[config.mk]
export PLATFORM = sky130hd
export DESIGN_NAME = segm14_capture
export DESIGN_NICKNAME = d
export VERILOG_FILES = /design/src/rtl/segm14_capture.sv
export SDC_FILE = /design/constraint.sdc
export NUM_CORES = 1
export LEC_CHECK = 0
export BUFFER_PORTS_ARGS = -buffer_cell sky130_fd_sc_hd__buf_2
export CAP_MARGIN = 10
export CORE_ASPECT_RATIO = 1.75
export CORE_UTILIZATION = 61
export CTS_CLUSTER_DIAMETER = 200
export DETAILED_ROUTE_END_ITERATION = 10
export GPL_ROUTABILITY_DRIVEN = 1
export GPL_TIMING_DRIVEN = 0
export PLACE_DENSITY_LB_ADDON = 0.3
export RECOVER_POWER = 25
export SKIP_CTS_REPAIR_TIMING = 1
export SYNTH_ARGS = -nofsm -noshare
export SYNTH_HDL_FRONTEND = slang
export SYNTH_SLANG_ARGS = --single-unit
[constraint.sdc]
create_clock -name clk -period 4.36 [get_ports clk]
set_input_delay 0.436 -clock clk [delete_from_list [all_inputs] [get_ports clk]]
set_output_delay 0.436 -clock clk [all_outputs]
set_load 0.01 [all_outputs]
[src/rtl/segm14_capture.sv]
// segm14_capture: recovers ASCII text from a multiplexed 12-digit 14-segment display scan.
//
// Pipeline: S1 registers sel/segm; S2 decodes the pattern, checks the select and the scan
// order, and writes into a double-banked 12x8 frame buffer. Completed frames are handed to
// the read side by swapping banks. The read side streams chars 0..11 on a valid/ready port.
//
// Optional feature: define SEGM14_ERRCNT_EN to add err_count[7:0], a saturating count of
// err_sel, err_seq and overrun pulses.

module segm14_capture (
    input  logic        clk,
    input  logic        rst_n,
    input  logic [11:0] sel,
    input  logic [13:0] segm,
    output logic [7:0]  out_char,
    output logic        out_valid,
    input  logic        out_ready,
    output logic        out_last,
    output logic        err_sel,
    output logic        err_seq,
    output logic        overrun
`ifdef SEGM14_ERRCNT_EN
    ,
    output logic [7:0]  err_count
`endif
);

    localparam logic [3:0] LastPos = 4'd11;

    typedef enum logic [0:0] {
        StSync    = 1'b0,
        StCapture = 1'b1
    } state_e;

    // ------------------------------------------------------------------
    // Segment pattern to ASCII; anything unrecognised becomes '?'.
    // ------------------------------------------------------------------
    function automatic logic [7:0] decode_seg(input logic [13:0] s);
        logic [7:0] c;
        case (s)
            14'h3BC0: c = 8'h41; // A
            14'h3C52: c = 8'h42; // B
            14'h2780: c = 8'h45; // E
            14'h0700: c = 8'h4C; // L
            14'h1B24: c = 8'h4E; // N
            14'h3F00: c = 8'h4F; // O
            14'h33C0: c = 8'h50; // P
            14'h36C0: c = 8'h32; // 2
            14'h3C40: c = 8'h33; // 3
            14'h3F09: c = 8'h30; // 0
            14'h0000: c = 8'h20; // space
            default:  c = 8'h3F; // ?
        endcase
        return c;
    endfunction

    // ------------------------------------------------------------------
    // Signals
    // ------------------------------------------------------------------
    logic [11:0] sel_q;
    logic [13:0] segm_q;
    // Marks S1 as holding a real sample; the cleared post-reset S1 must not be flagged.
    logic        s1_vld_q;

    state_e      st_q, st_d;
    logic [3:0]  exp_q, exp_d;

    logic [3:0]  pos;
    logic        onehot;
    logic [7:0]  chr;

    logic        wr_en;
    logic        sel_bad;
    logic        seq_bad;
    logic        frame_done;

    logic [7:0]  mem_q [2][12];
    logic        wr_bank_q, wr_bank_d;
    logic        rd_full_q, rd_full_d;
    logic [3:0]  rd_idx_q, rd_idx_d;
    logic        xfer;
    logic        rd_free;
    logic        swap;

    logic        err_sel_q, err_sel_d;
    logic        err_seq_q, err_seq_d;
    logic        overrun_q, overrun_d;

    // ------------------------------------------------------------------
    // S1: register the raw scan inputs.
    // ------------------------------------------------------------------
    always_ff @(posedge clk or negedge rst_n) begin
        if (!rst_n) begin
            sel_q    <= 12'd0;
            segm_q   <= 14'd0;
            s1_vld_q <= 1'b0;
        end else begin
            sel_q    <= sel;
            segm_q   <= segm;
            s1_vld_q <= 1'b1;
        end
    end

    // Position index and one-hot check of the registered select.
    always_comb begin
        pos = 4'd0;
        for (int k = 0; k < 12; k++) begin
            if (sel_q[k]) pos = 4'(k);
        end
        onehot = (sel_q != 12'd0) && ((sel_q & (sel_q - 12'd1)) == 12'd0);
        chr    = decode_seg(segm_q);
    end

    // ------------------------------------------------------------------
    // Capture FSM
    // ------------------------------------------------------------------
    // State register.
    always_ff @(posedge clk or negedge rst_n) begin
        if (!rst_n) begin
            st_q  <= StSync;
            exp_q <= 4'd0;
        end else begin
            st_q  <= st_d;
            exp_q <= exp_d;
        end
    end

    // Next state: follow the expected position, resync on any disturbance.
    always_comb begin
        st_d  = st_q;
        exp_d = exp_q;
        if (s1_vld_q) begin
            if (!onehot) begin
                st_d  = StSync;
                exp_d = 4'd0;
            end else begin
                case (st_q)
                    StSync: begin
                        if (pos == 4'd0) begin
                            st_d  = StCapture;
                            exp_d = 4'd1;
                        end
                    end
                    StCapture: begin
                        if (pos == exp_q) begin
                            if (pos == LastPos) begin
                                st_d  = StSync;
                                exp_d = 4'd0;
                            end else begin
                                exp_d = exp_q + 4'd1;
                            end
                        end else if (pos == 4'd0) begin
                            // Out-of-order position 0 restarts the frame in place.
                            exp_d = 4'd1;
                        end else begin
                            st_d  = StSync;
                            exp_d = 4'd0;
                        end
                    end
                    default: begin
                        st_d  = StSync;
                        exp_d = 4'd0;
                    end
                endcase
            end
        end
    end

    // FSM outputs: buffer write strobe, error conditions and frame completion.
    always_comb begin
        wr_en      = 1'b0;
        sel_bad    = 1'b0;
        seq_bad    = 1'b0;
        frame_done = 1'b0;
        if (s1_vld_q) begin
            if (!onehot) begin
                sel_bad = 1'b1;
            end else begin
                case (st_q)
                    StSync: begin
                        wr_en = (pos == 4'd0);
                    end
                    StCapture: begin
                        if (pos == exp_q) begin
                            wr_en      = 1'b1;
                            frame_done = (pos == LastPos);
                        end else begin
                            seq_bad = 1'b1;
                            wr_en   = (pos == 4'd0);
                        end
                    end
                    default: begin
                        wr_en = 1'b0;
                    end
                endcase
            end
        end
    end

    // ------------------------------------------------------------------
    // Frame buffer: two banks, wr_bank_q selects the one being filled.
    // ------------------------------------------------------------------
    // Character storage; contents are only observable through the gated read port.
    always_ff @(posedge clk) begin
        if (wr_en) begin
            mem_q[wr_bank_q][pos] <= chr;
        end
    end

    // Bank handoff and read-side sequencing.
    always_comb begin
        xfer = rd_full_q && out_ready;
        // The read bank may be refilled if empty or if its last char leaves on this edge.
        rd_free = !rd_full_q || (xfer && (rd_idx_q == LastPos));
        swap    = frame_done && rd_free;

        wr_bank_d = wr_bank_q;
        rd_full_d = rd_full_q;
        rd_idx_d  = rd_idx_q;

        if (xfer) begin
            if (rd_idx_q == LastPos) begin
                rd_full_d = 1'b0;
                rd_idx_d  = 4'd0;
            end else begin
                rd_idx_d = rd_idx_q + 4'd1;
            end
        end

        if (swap) begin
            wr_bank_d = ~wr_bank_q;
            rd_full_d = 1'b1;
            rd_idx_d  = 4'd0;
        end

        // err_sel has priority; the others cannot coincide with it or each other anyway.
        err_sel_d = sel_bad;
        err_seq_d = seq_bad && !sel_bad;
        overrun_d = frame_done && !rd_free && !sel_bad;
    end

    // Read-side and error pulse registers.
    always_ff @(posedge clk or negedge rst_n) begin
        if (!rst_n) begin
            wr_bank_q <= 1'b0;
            rd_full_q <= 1'b0;
            rd_idx_q  <= 4'd0;
            err_sel_q <= 1'b0;
            err_seq_q <= 1'b0;
            overrun_q <= 1'b0;
        end else begin
            wr_bank_q <= wr_bank_d;
            rd_full_q <= rd_full_d;
            rd_idx_q  <= rd_idx_d;
            err_sel_q <= err_sel_d;
            err_seq_q <= err_seq_d;
            overrun_q <= overrun_d;
        end
    end

    // Output port drive; out_char reads 0x00 whenever nothing is presented.
    always_comb begin
        out_valid = rd_full_q;
        out_last  = rd_full_q && (rd_idx_q == LastPos);
        out_char  = rd_full_q ? mem_q[~wr_bank_q][rd_idx_q] : 8'h00;
        err_sel   = err_sel_q;
        err_seq   = err_seq_q;
        overrun   = overrun_q;
    end

`ifdef SEGM14_ERRCNT_EN
    logic [7:0] err_count_q, err_count_d;

    // Saturating count of error pulses, advanced on the edge that raises the pulse.
    always_comb begin
        err_count_d = err_count_q;
        if ((err_sel_d || err_seq_d || overrun_d) && (err_count_q != 8'hFF)) begin
            err_count_d = err_count_q + 8'd1;
        end
    end

    // Error counter register.
    always_ff @(posedge clk or negedge rst_n) begin
        if (!rst_n) begin
            err_count_q <= 8'd0;
        end else begin
            err_count_q <= err_count_d;
        end
    end

    assign err_count = err_count_q;
`endif

endmodule

### Word level (Yosys, flattened, before mapping)

Memories as Yosys holds them, arrays and structs flattened.
Index checks and enable logic that the tools add are counted.

| storage, ports and cells | value |
|---|---|
| register bits | 41 |
| memory bits (writable) | 168 |
| input bits | 29 |
| output and inout port bits | 13 |
| logic and storage cells | 109 |
| memories | 1 |

Memories:

| memory | words | width | read ports | clocked after Yosys merged registers in | wr ports | RTL line | RTL |
|---|---|---|---|---|---|---|---|
| mem_q | 2 | 84 | 1 | 0 | 1 | 77 | `logic [7:0] mem_q [2][12];` |

| operators by class | value |
|---|---|
| add/subtract/negate cells | 3 |
| magnitude comparators | 3 |
| equal/unequal tests | 14 |
| multiplexer cells | 51 |
| bitwise operators | 5 |
| reduce and logical (&&, ||, !) cells | 21 |

Operator list:

| operator | count |
|---|---|
| $eq A14 B14 Y1 const B | 8 |
| $mux W96 | 1 |
| $pmux W7 S11 | 1 |
| $mux W4 | 15 |
| $bmux W8 S4 | 1 |
| $demux W8 S4 | 1 |
| $mux W8 | 4 |
| $mux W1 | 23 |
| $eq A14 B11 Y1 const B | 1 |
| $eq A14 B13 Y1 const B | 1 |
| $logic_not A14 Y1 | 1 |
| $and A12 B12 Y12 | 1 |
| $logic_not A12 Y1 | 1 |
| $reduce_bool A12 Y1 | 1 |
| $sub A12 B1 Y12 const B | 1 |
| $ge A5 B5 Y1 const B | 2 |
| $not A4 Y5 | 2 |
| $logic_and A1 B1 Y1 | 9 |
| $add A4 B1 Y4 const B | 2 |
| $eq A4 B4 Y1 const B | 2 |
| $pmux W4 S2 | 1 |
| $lt A5 B1 Y1 const B | 1 |
| $eq A4 B4 Y1 | 1 |
| $logic_not A4 Y1 | 1 |
| 8 further kinds | 15 |

### Longest topological paths before layout

Gate-level depths: netlist of the first run.

| depth | value |
|---|---|
| depth after elaboration | 19 |
| gate-level depth with buffers | 8 |
| depth with buffers taken out | 7 |

### Worst setup path before layout of the first run

OpenSTA, ideal clock, no wires.

| timing | value |
|---|---|
| path type | register -> register |
| start point | register segm_q[2] |
| end point | memory mem_q[0][0] in the netlist's numbering, data pin |
| arrival | 3,219 ps |
| required time | 3,843 ps |
| setup slack | 624 ps |
| cell stages (with the launch flop) | 5 |
| buffers on the path | 0 |
| period minus slack after synthesis | 3,736 ps |
| cell sequence | dfrtp_1 > nor4_1 > nand4_1 > or4b_2 > o311ai_0 |

| on the way | value |
|---|---|
| longest elaborated chain between the ends | 2 |
| elaborated cells on any way between the ends | 12 |
| classes of those cells | eq/ne (10); mux (1); reduce/logical (1) |

Ends and longest elaborated chain:

| item | RTL line | RTL |
|---|---|---|
| start: declaration | 61 | `logic [13:0] segm_q;` |
| start signal: assignment | 99 | `segm_q <= segm;` |
| $eq A14 B14 Y1 (tied with other cells) | 40 | `case (s)` |
| $pmux W7 S11 (*) | 40 |  |
| net chr[0] | 70 | `logic [7:0] chr;` |
| end: declaration | 77 |  |

Mark *: on every way through the listed nets, which the timed path passes. The rest lies on a longest branch.

### Worst setup path in the final report of the first run

| timing | value |
|---|---|
| start point | register sel_q[4] |
| end point | memory mem_q[0][9] in the netlist's numbering (enable) |

| on the way | value |
|---|---|
| longest elaborated chain between the ends | 15 |
| elaborated cells on any way between the ends | 27 |
| classes of those cells | add/sub (1); order compare (2); eq/ne (1); mux (16); bitwise (2); reduce/logical (5) |

Ends and longest elaborated chain:

| item | RTL line | RTL |
|---|---|---|
| start: declaration | 60 | `logic [11:0] sel_q;` |
| start signal: assignment | 98 | `sel_q <= sel;` |
| $mux W4 (8 in series) | 108 | `if (sel_q[k]) pos = 4'(k);` |
| $eq A4 B4 Y1 or $logic_not A4 Y1 (tied branches) | 184, 181, 189 |  |
| $mux W1 | 184 | `if (pos == exp_q) begin` |
| $pmux W1 S2 | 179 | `case (st_q)` |
| $mux W1 | 176 | `if (!onehot) begin` |
| $mux W1 | 175 | `if (s1_vld_q) begin` |
| $mux W1 | 205 | `if (wr_en) begin` |
| $mux W96 (implied by the code) (*) | 206 | `mem_q[wr_bank_q][pos] <= chr;` |

Every way passes the cells marked *; elsewhere a longest branch is shown, timed or not.

==> metrics.md, run 1 <==
| Metric | Value |
|---|---|
| Final hold violations | 0 |
| Post-synth EDFFs | approximately 170 |
| Clk slew on worst S/H paths | roughly 70 ps |
| CP required | roughly 4500 ps |
| Gate Count Post-Synth | 506 |
| Highest clock rate | 0.250 GHz |
| Initial core utilization | about 63% |
| Synthesized flop and latch total | about 210 |
| CP arrival | approximately 4100 ps |
| Power density cells | approximately 440 mW/mm² |
| Synth Warn # | 0 |
| Largest family of logic cells by synthesized area | multiplexers |
| Drt drc | 0 |
| Longest Clk Path Bufs | 3 |
| Startpoint Class | flip-flop |
| Setup crit end kind | flip-flop |
| Status | finished with violations |
| Vert. Die Dim | approximately 160 µm |
| Die width | 92.5 µm |
| Post-synthesis cell type count | approximately 70 |
| Xor and xnor area share after synthesis | less than 1% |
| Cell Area, Placed | 0.00922 mm² |
| Area grow syn2layout | 11.9% |
| Post-synthesis compound-gate area fraction | under 10% |
| Diodes inserted | 0 |
| DR WL/cell | ~23 µm |
| Worst-Skew Late Latency | around 480 ps |
| Synth Area in Simple Gates | 9.76% |
| Routed vias/inst | 6.42 |
| Mux cell area share after synthesis | ~14% |
| First-pass GRT wire length | 27900 µm |
| Worst-Margin Slew | roughly 2200 ps |
| CTS tree | built |
| Post-route antenna net violation count | 0 |
| Adder-cell share of the synthesized area | less than 1% |
| Tmin final | ~4000 ps |
| Most frequent cell after synthesis | edfxtp_1 |
| HP Class | in2reg |
| Number of nets in the layout | 600 |
| Total Routed Length | 17100 µm |
| Post-synth top area cell | edfxtp_1 |
| Vias | approximately 4900 |
| Setup Skew | between 10 and 15 ps |
| Die area | 0.0148 mm² |
| Setup violators final | 0 |
| Syn nets | 537 |
| Vias in the first global route | ~5200 |
| Post-DP HPWL | approximately 12000 µm |
| Layout cells sized above 1 | around a quarter |
| Rel. slew slack | -43.7% |
| Total Routing Usage GR | approximately 25% |
| Post-synthesis cell area | 0.00874 mm² |
| Crit share post-route | between 90% and 100% |
| Final Max Slew Viols | 52 |
| Overflow after GRT | 0 |
| RSZ-0062 raised after global routing | no |
| Core Rows | 57 |
| H-tree levels | 1 |
| Violated checks | capacitance limit, slew limit |
| DR iter-0 viols | a little over 400 |
| Finished Layout Cells | between 700 and 800 |
| GPL Wtd Cong | between 0.9 and 1 |
| Synth top area share | between 50% and 60% |
| Dpl cells | roughly 730 |
| Syn avg cell area | 17.3 µm² |
| Root Buffer | clkbuf_16 |
| Main synth FF type | edfxtp_1 |
| Synth top area cells | edfxtp_1 58%, mux4_2 13%, dfrtp_1 12% |
| Max cap viols | 2 |
| Worst setup path category | reg2reg |
| FFs w/ async S/R, synth | about a fifth |
| Core ar. | between 0.01 and 0.015 mm² |
| Synth cell count leaders | 168 x edfxtp_1, 49 x mux4_2, 47 x nor2_1 |
| CTS Buf Count | 18 |
| Leakage | 3.71 nW |
| Pwr Total | around 4.3 mW |
| Largest net degree at the start of global routing | 42 |
| Initial antenna violation count | 0 |
| # IOs | 42 |
| Util after Layout | 70.4% |
| Crit Path Max Fanout | 9 |
| Post-route cell area | 0.00979 mm² |
| Port bufs | 39 |
| Max IR drop VDD | between 0.3 and 0.4 mV |
| CTS Sinks | 209 |
| Seq/Total Area, Yosys | 69.4% |
| Hold_ws | 61.2 ps |
| Drt first pass iters | 5 |
==> flip-flops by register name, indices dropped and copies added (netlist names), 4 cells and up <==
| name | cells |
|---|---|
| exp_q | 4 |
| mem_q | 168 |
| rd_idx_q | 4 |
| segm_q | 14 |
| sel_q | 12 |
==> power breakdown <==
part           switching, mW  internal [mW]  total [mW]
combinational          0.299          0.204       0.503
sequential            0.0358           2.16        2.20
clock                  0.670          0.944        1.61
==> cell usage in the layout (no fill, tap or decap), drive strengths merged, types with 4 or more instances in the layout <==
cell type / count
a21oi: 11
a31o: 4
and2: 4
and3: 4
buf: 46
clkbuf: 46
clkinv: 4
dfrtp: 41
edfxtp: 168
inv: 11
mux2i: 9
mux4: 49
nand2: 22
nand2b: 5
nand3: 11
nand4: 5
nand4b: 4
nor2: 48
nor3: 19
nor4: 7
o21ai: 5
or4: 5
==> routing by layer <==
layer  part of all wire, %  vias to the layer above  global-route usage [%]
li1                      -                     2139                       -
met1                    36                     2447                    29.3
met2                    55                      221                    46.5
met3                   4.8                       56                    3.08
met4                   4.0                        0                    9.73
met5                     0                        -                       0
==> worst max-delay path, stage by stage (launching register included) <==
cell	delay (ps)
dfrtp_1	370
clkbuf_1	200
or4_1	700
nor4_4	250
and2_0	190
o2111ai_1	400
nor2_8	320
nand4_2	240
nor3_1	950
==> cell type report <==
class / count / area (µm²)
inverters: 10 / 37.5
plain buffers: 24 / 109
flip-flops and latches: 209 / 6070
clock buffers: 25 / 548
repair buffers: 43 / 229
clock inverters: 7 / 68.8
multi-input cells: 263 / 2500
fillers: 862 / 4120
well taps: 177 / 221
==> metrics by stage <==
stage	setup slack [ps]	TNS, ps
5_1_grt	88.5	0
3_5_place_dp	368	0
3_3_place_gp	-1110	-80270
6_report	356	0
2_1_floorplan	624	0
4_1_cts	351	0
==> kinds of logic after synthesis <==
group / count (synthesis)
buf+inv: 34
fa+ha+maj: 3
xor+xnor: 4
compound gates: 47
other cells: 2
mux: 58
simple gates: 149
flops: 209
==> path summary, 6_finish.rpt <==
| kind | from | endpoint | slack, ps | cells after the start |
|---|---|---|---|---|
| worst min-delay path | segm[11] | segm_q[11]$_DFF_PN0_ | 60 | 1 |
| max in group asynchronous | rst_n | exp_q[0]$_DFFE_PN0P_ | 2540 | 1 |
| min in group asynchronous | rst_n | segm_q[2]$_DFF_PN0_ | 580 | 1 |
| worst max-delay path | sel_q[4]$_DFF_PN0_ | mem_q[0][9]$_DFFE_PP_ | 360 | 8 |
| worst max register to register | sel_q[4]$_DFF_PN0_ | mem_q[0][9]$_DFFE_PP_ | 360 | 8 |
| worst min register to register | exp_q[1]$_DFFE_PN0P_ | exp_q[1]$_DFFE_PN0P_ | 580 | 2 |
Power figures use the tool's default switching activity.
==> run 2: changes to the inputs <==
Settings changed: ABC_AREA set to 1.
==> run 2 against run 1 <==
Effect of this change:
- cell count rose by 37%
- combinational power is 73% higher
- global-route usage rose by 5.0 points
- maximum frequency decreased by 0.95%
- first-iteration DRC count rose by 34%
- the flow still finishes with violations (capacitance limit, slew limit)
- clock power rose by 13%
- synthesized cell count up 54%
- highest routed layer unchanged
- via count rose by 34%
- sequential cell count stayed put
- design area rose by 2.2%
- die area is 1.4% higher
==> metrics.md, run 2 <==
| Metric | Value |
|---|---|
| Status | finished with violations |
| Violated checks | capacitance limit, slew limit |
| DR iter-0 viols | 549 (+34%) |
| Post-route antenna net violation count | 0 (unchanged) |
| Syn nets | 810 (+51%) |
| Number of nets in the layout | 877 (+46%) |
| Initial core utilization | 63.1% (+0.22 points) |
| Diodes inserted | 0 (unchanged) |
| Reg2reg setup slack | 320 ps (-40 ps) |
| Max FFs per register | 168 (unchanged) |
| Reg area | 0.00607 mm² (unchanged) |
| Internal Power | 3.54 mW (+6.9%) |
| Final Max Slew Viols | 42 (-19%) |
| Synth Warn # | 0 (unchanged) |
| Cell Area, Placed | 0.00929 mm² (+0.69%) |
| Area of the multi-input gates | 0.00243 mm² (-2.7%) |
| Gate Count Post-Synth | 779 (+54%) |
| CTS Buf Count | 18 (unchanged) |
| Layout cells sized above 1 | 11.9% (-13 points) |
| GPL Wtd Cong | 0.968 (-0.61%) |
| CTS Sinks | 209 (unchanged) |
| Tmin final | 4040 ps (+38.6 ps) |
| Synthesized flop and latch total | 209 (unchanged) |
| Overflow after GRT | 0 (unchanged) |
| Post-synthesis cell type count | 36 (-48%) |
| Post-synth EDFFs | 168 (unchanged) |
| First-pass GRT wire length | 33400 µm (+20%) |
| Synth top area share | 56.9% (-0.78 points) |
| # IOs | 42 (unchanged) |
| CTS tree | built |
| Power share of the combinational group | 17.8% (+6.1 points) |
| Syn avg cell area | 11.4 µm² (-34%) |
| Biggest register | mem_q |
| DP Worst Slack | -605 ps (-972 ps) |
| Sw Share | 27.5% (+4.2 points) |
| Die width | 93.1 µm (+0.67%) |
| Setup violators final | 0 (unchanged) |
| Post-DP HPWL | 15200 µm (+25%) |
| Setup Skew | 12.1 ps (-0.204 ps) |
| Dpl cells | 996 (+37%) |
| Final worst slack | 317 ps (-38.6 ps) |
| Post-route cell area | 0.0100 mm² (+2.2%) |
| Most frequent cell after synthesis | edfxtp_1 |
| Drt drc | 0 (unchanged) |
| Seq/Total Area, Yosys | 68.5% (-0.94 points) |
| Total negative slack | 0 ps (unchanged) |
| Clock power frac | 37.4% (about the same) |
| Post-synthesis cell area | 0.00886 mm² (+1.4%) |
| Port bufs | 40 (+2.6%) |
| Biggest regs | mem_q: 168 flops, segm_q: 14 flops, sel_q: 12 flops |
| CP arrival | 4160 ps (+70 ps) |
| RSZ-0062 raised after global routing | no |
| Max cap viols | 1 (-1) |
| Max IR drop VDD | 0.399 mV (+17%) |
| Setup crit end kind | flip-flop |
| Util after Layout | 71.2% (+0.80 points) |
| Core Rows | 57 (unchanged) |
| Vias in the first global route | 6588 (+26%) |
| Power density cells | 488 mW/mm² (+11%) |
| Psw | 1.34 mW (+34%) |
| Worst setup path category | reg2reg |
| Core ar. | 0.0140 mm² (+1.0%) |
| HP Class | in2reg |
| Total Routing Usage GR | 30.1% (+5.0 points) |
| CP required | 4480 ps (+30 ps) |
| Final hold violations | 0 (unchanged) |
| Hold_ws | 53.2 ps (-8.08 ps) |
| Drt first pass iters | 5 (unchanged) |
| Worst-Margin Slew | 2140 ps (-14.4 ps) |
| Synth cell count leaders | 168 x edfxtp_1, 149 x nor2_1, 107 x o21ai_0 |
| Highest clock rate | 0.247 GHz (-0.95%) |
| Register share of total power | 44.8% (-6.2 points) |
| Post-synth top area cell | edfxtp_1 |
| Most frequent cells in the layout | 168 x edfxtp_1, 151 x nor2_1, 108 x o21ai_0 |
| Clk slew on worst S/H paths | 70 ps (about the same) |
| Leading cell type in the layout, fill and taps excluded | edfxtp_1 |
| Pwr Total | 4.88 mW (+13%) |
| Crit Path Max Fanout | 10 (+1) |
| Vert. Die Dim | 161 µm (+0.68%) |
| Worst-Skew Late Latency | 490 ps (about the same) |
| H-tree levels | 1 (unchanged) |
| Total Routed Length | 22300 µm (+30%) |
| Synth top area cells | edfxtp_1 57%, dfrtp_1 12%, nor2_1 6.3% |
| Vias | 6505 (+34%) |
| Rel. slew slack | -42.7% (+0.96 points) |
| Die area | 0.0150 mm² (+1.4%) |
| Initial antenna violation count | 0 (unchanged) |
| FFs w/ async S/R, synth | 19.6% (unchanged) |
| FILL cells | 919 (+6.6%) |
| Finished Layout Cells | 1035 (+37%) |
| Crit share post-route | 92.7% (+0.88 points) |
| Root Buffer | clkbuf_16 |
| Area grow syn2layout | 12.8% |
| Longest Clk Path Bufs | 3 (unchanged) |
| DR WL/cell | 21.5 µm (-4.7%) |
| Main synth FF type | edfxtp_1 |
| Startpoint Class | flip-flop |
| Largest net degree at the start of global routing | 42 (unchanged) |
| Leakage | 3.89 nW (+4.8%) |
| Routed vias/inst | 6.29 (-2.0%) |
-- run 2: metal layers --
metal	global-route usage, %	part of all wire [%]
met1	31.6	34
met2	55.5	53
met3	3.72	7.3
met4	19.0	6.0
met5	0	0
-- run 2: final cells by class --
class	count	area share [%]
flip-flops and latches	209	60.7
multi-input cells	486	24.3
clock buffers	24	5.46
repair buffers	44	2.24
well taps	177	2.21
inverters	49	1.89
plain buffers	37	1.59
clock inverters	8	1.50
repair inverters	1	0.0501
-- run 2: cell families (layout without fill, tap and decap cells) --
kind of cell,after synthesis,count (layout),share of synthesized area [%]
buf+inv,86,163,3.90
other cells,2,2,0.0847
fa+ha+maj,2,2,0.282
compound gates,186,186,12.1
xor+xnor,2,2,0.198
simple gates,292,294,15.0
flops,209,209,68.5
-- run 2: power by group through the flow --
| stage | Sequential (mW) | Combinational (mW) | Clock, mW |
|---|---|---|---|
| final | 2.19 | 0.868 | 1.82 |
| after global routing | 2.19 | 0.936 | 1.89 |
| after CTS | 2.19 | 0.845 | 1.83 |
| after detailed placement | 2.23 | 0.834 | 0 |
| after global placement | 2.23 | 0.809 | 0 |
| after floorplan | 2.23 | 0.532 | 0 |
-- run 2: path summary, 6_finish.rpt --
path	startpoint	end	cells past startpoint
worst max register to register	sel_q[11]$_DFF_PN0_	mem_q[0][68]$_DFFE_PP_	13
worst min-delay path	sel[7]	sel_q[7]$_DFF_PN0_	1
min in group asynchronous	rst_n	segm_q[10]$_DFF_PN0_	1
max in group asynchronous	rst_n	exp_q[2]$_DFFE_PN0P_	1
worst min register to register	s1_vld_q$_DFF_PN0_	st_q$_DFFE_PN0P_	1
worst max-delay path	sel_q[11]$_DFF_PN0_	mem_q[0][68]$_DFFE_PP_	13
-- run 2: critical path, cell delays in order, from the launching register on --
cell and delay [ps]:
dfrtp_1 470, clkinvlp_2 340, nand3_1 460, nor2_1 230, o21ai_0 260, nand2_1 100
nor2_2 110, nand3_1 170, nor3_1 400, nand2_2 150, nand2_2 110, buf_12 140
nand3_2 120, nor2_1 610
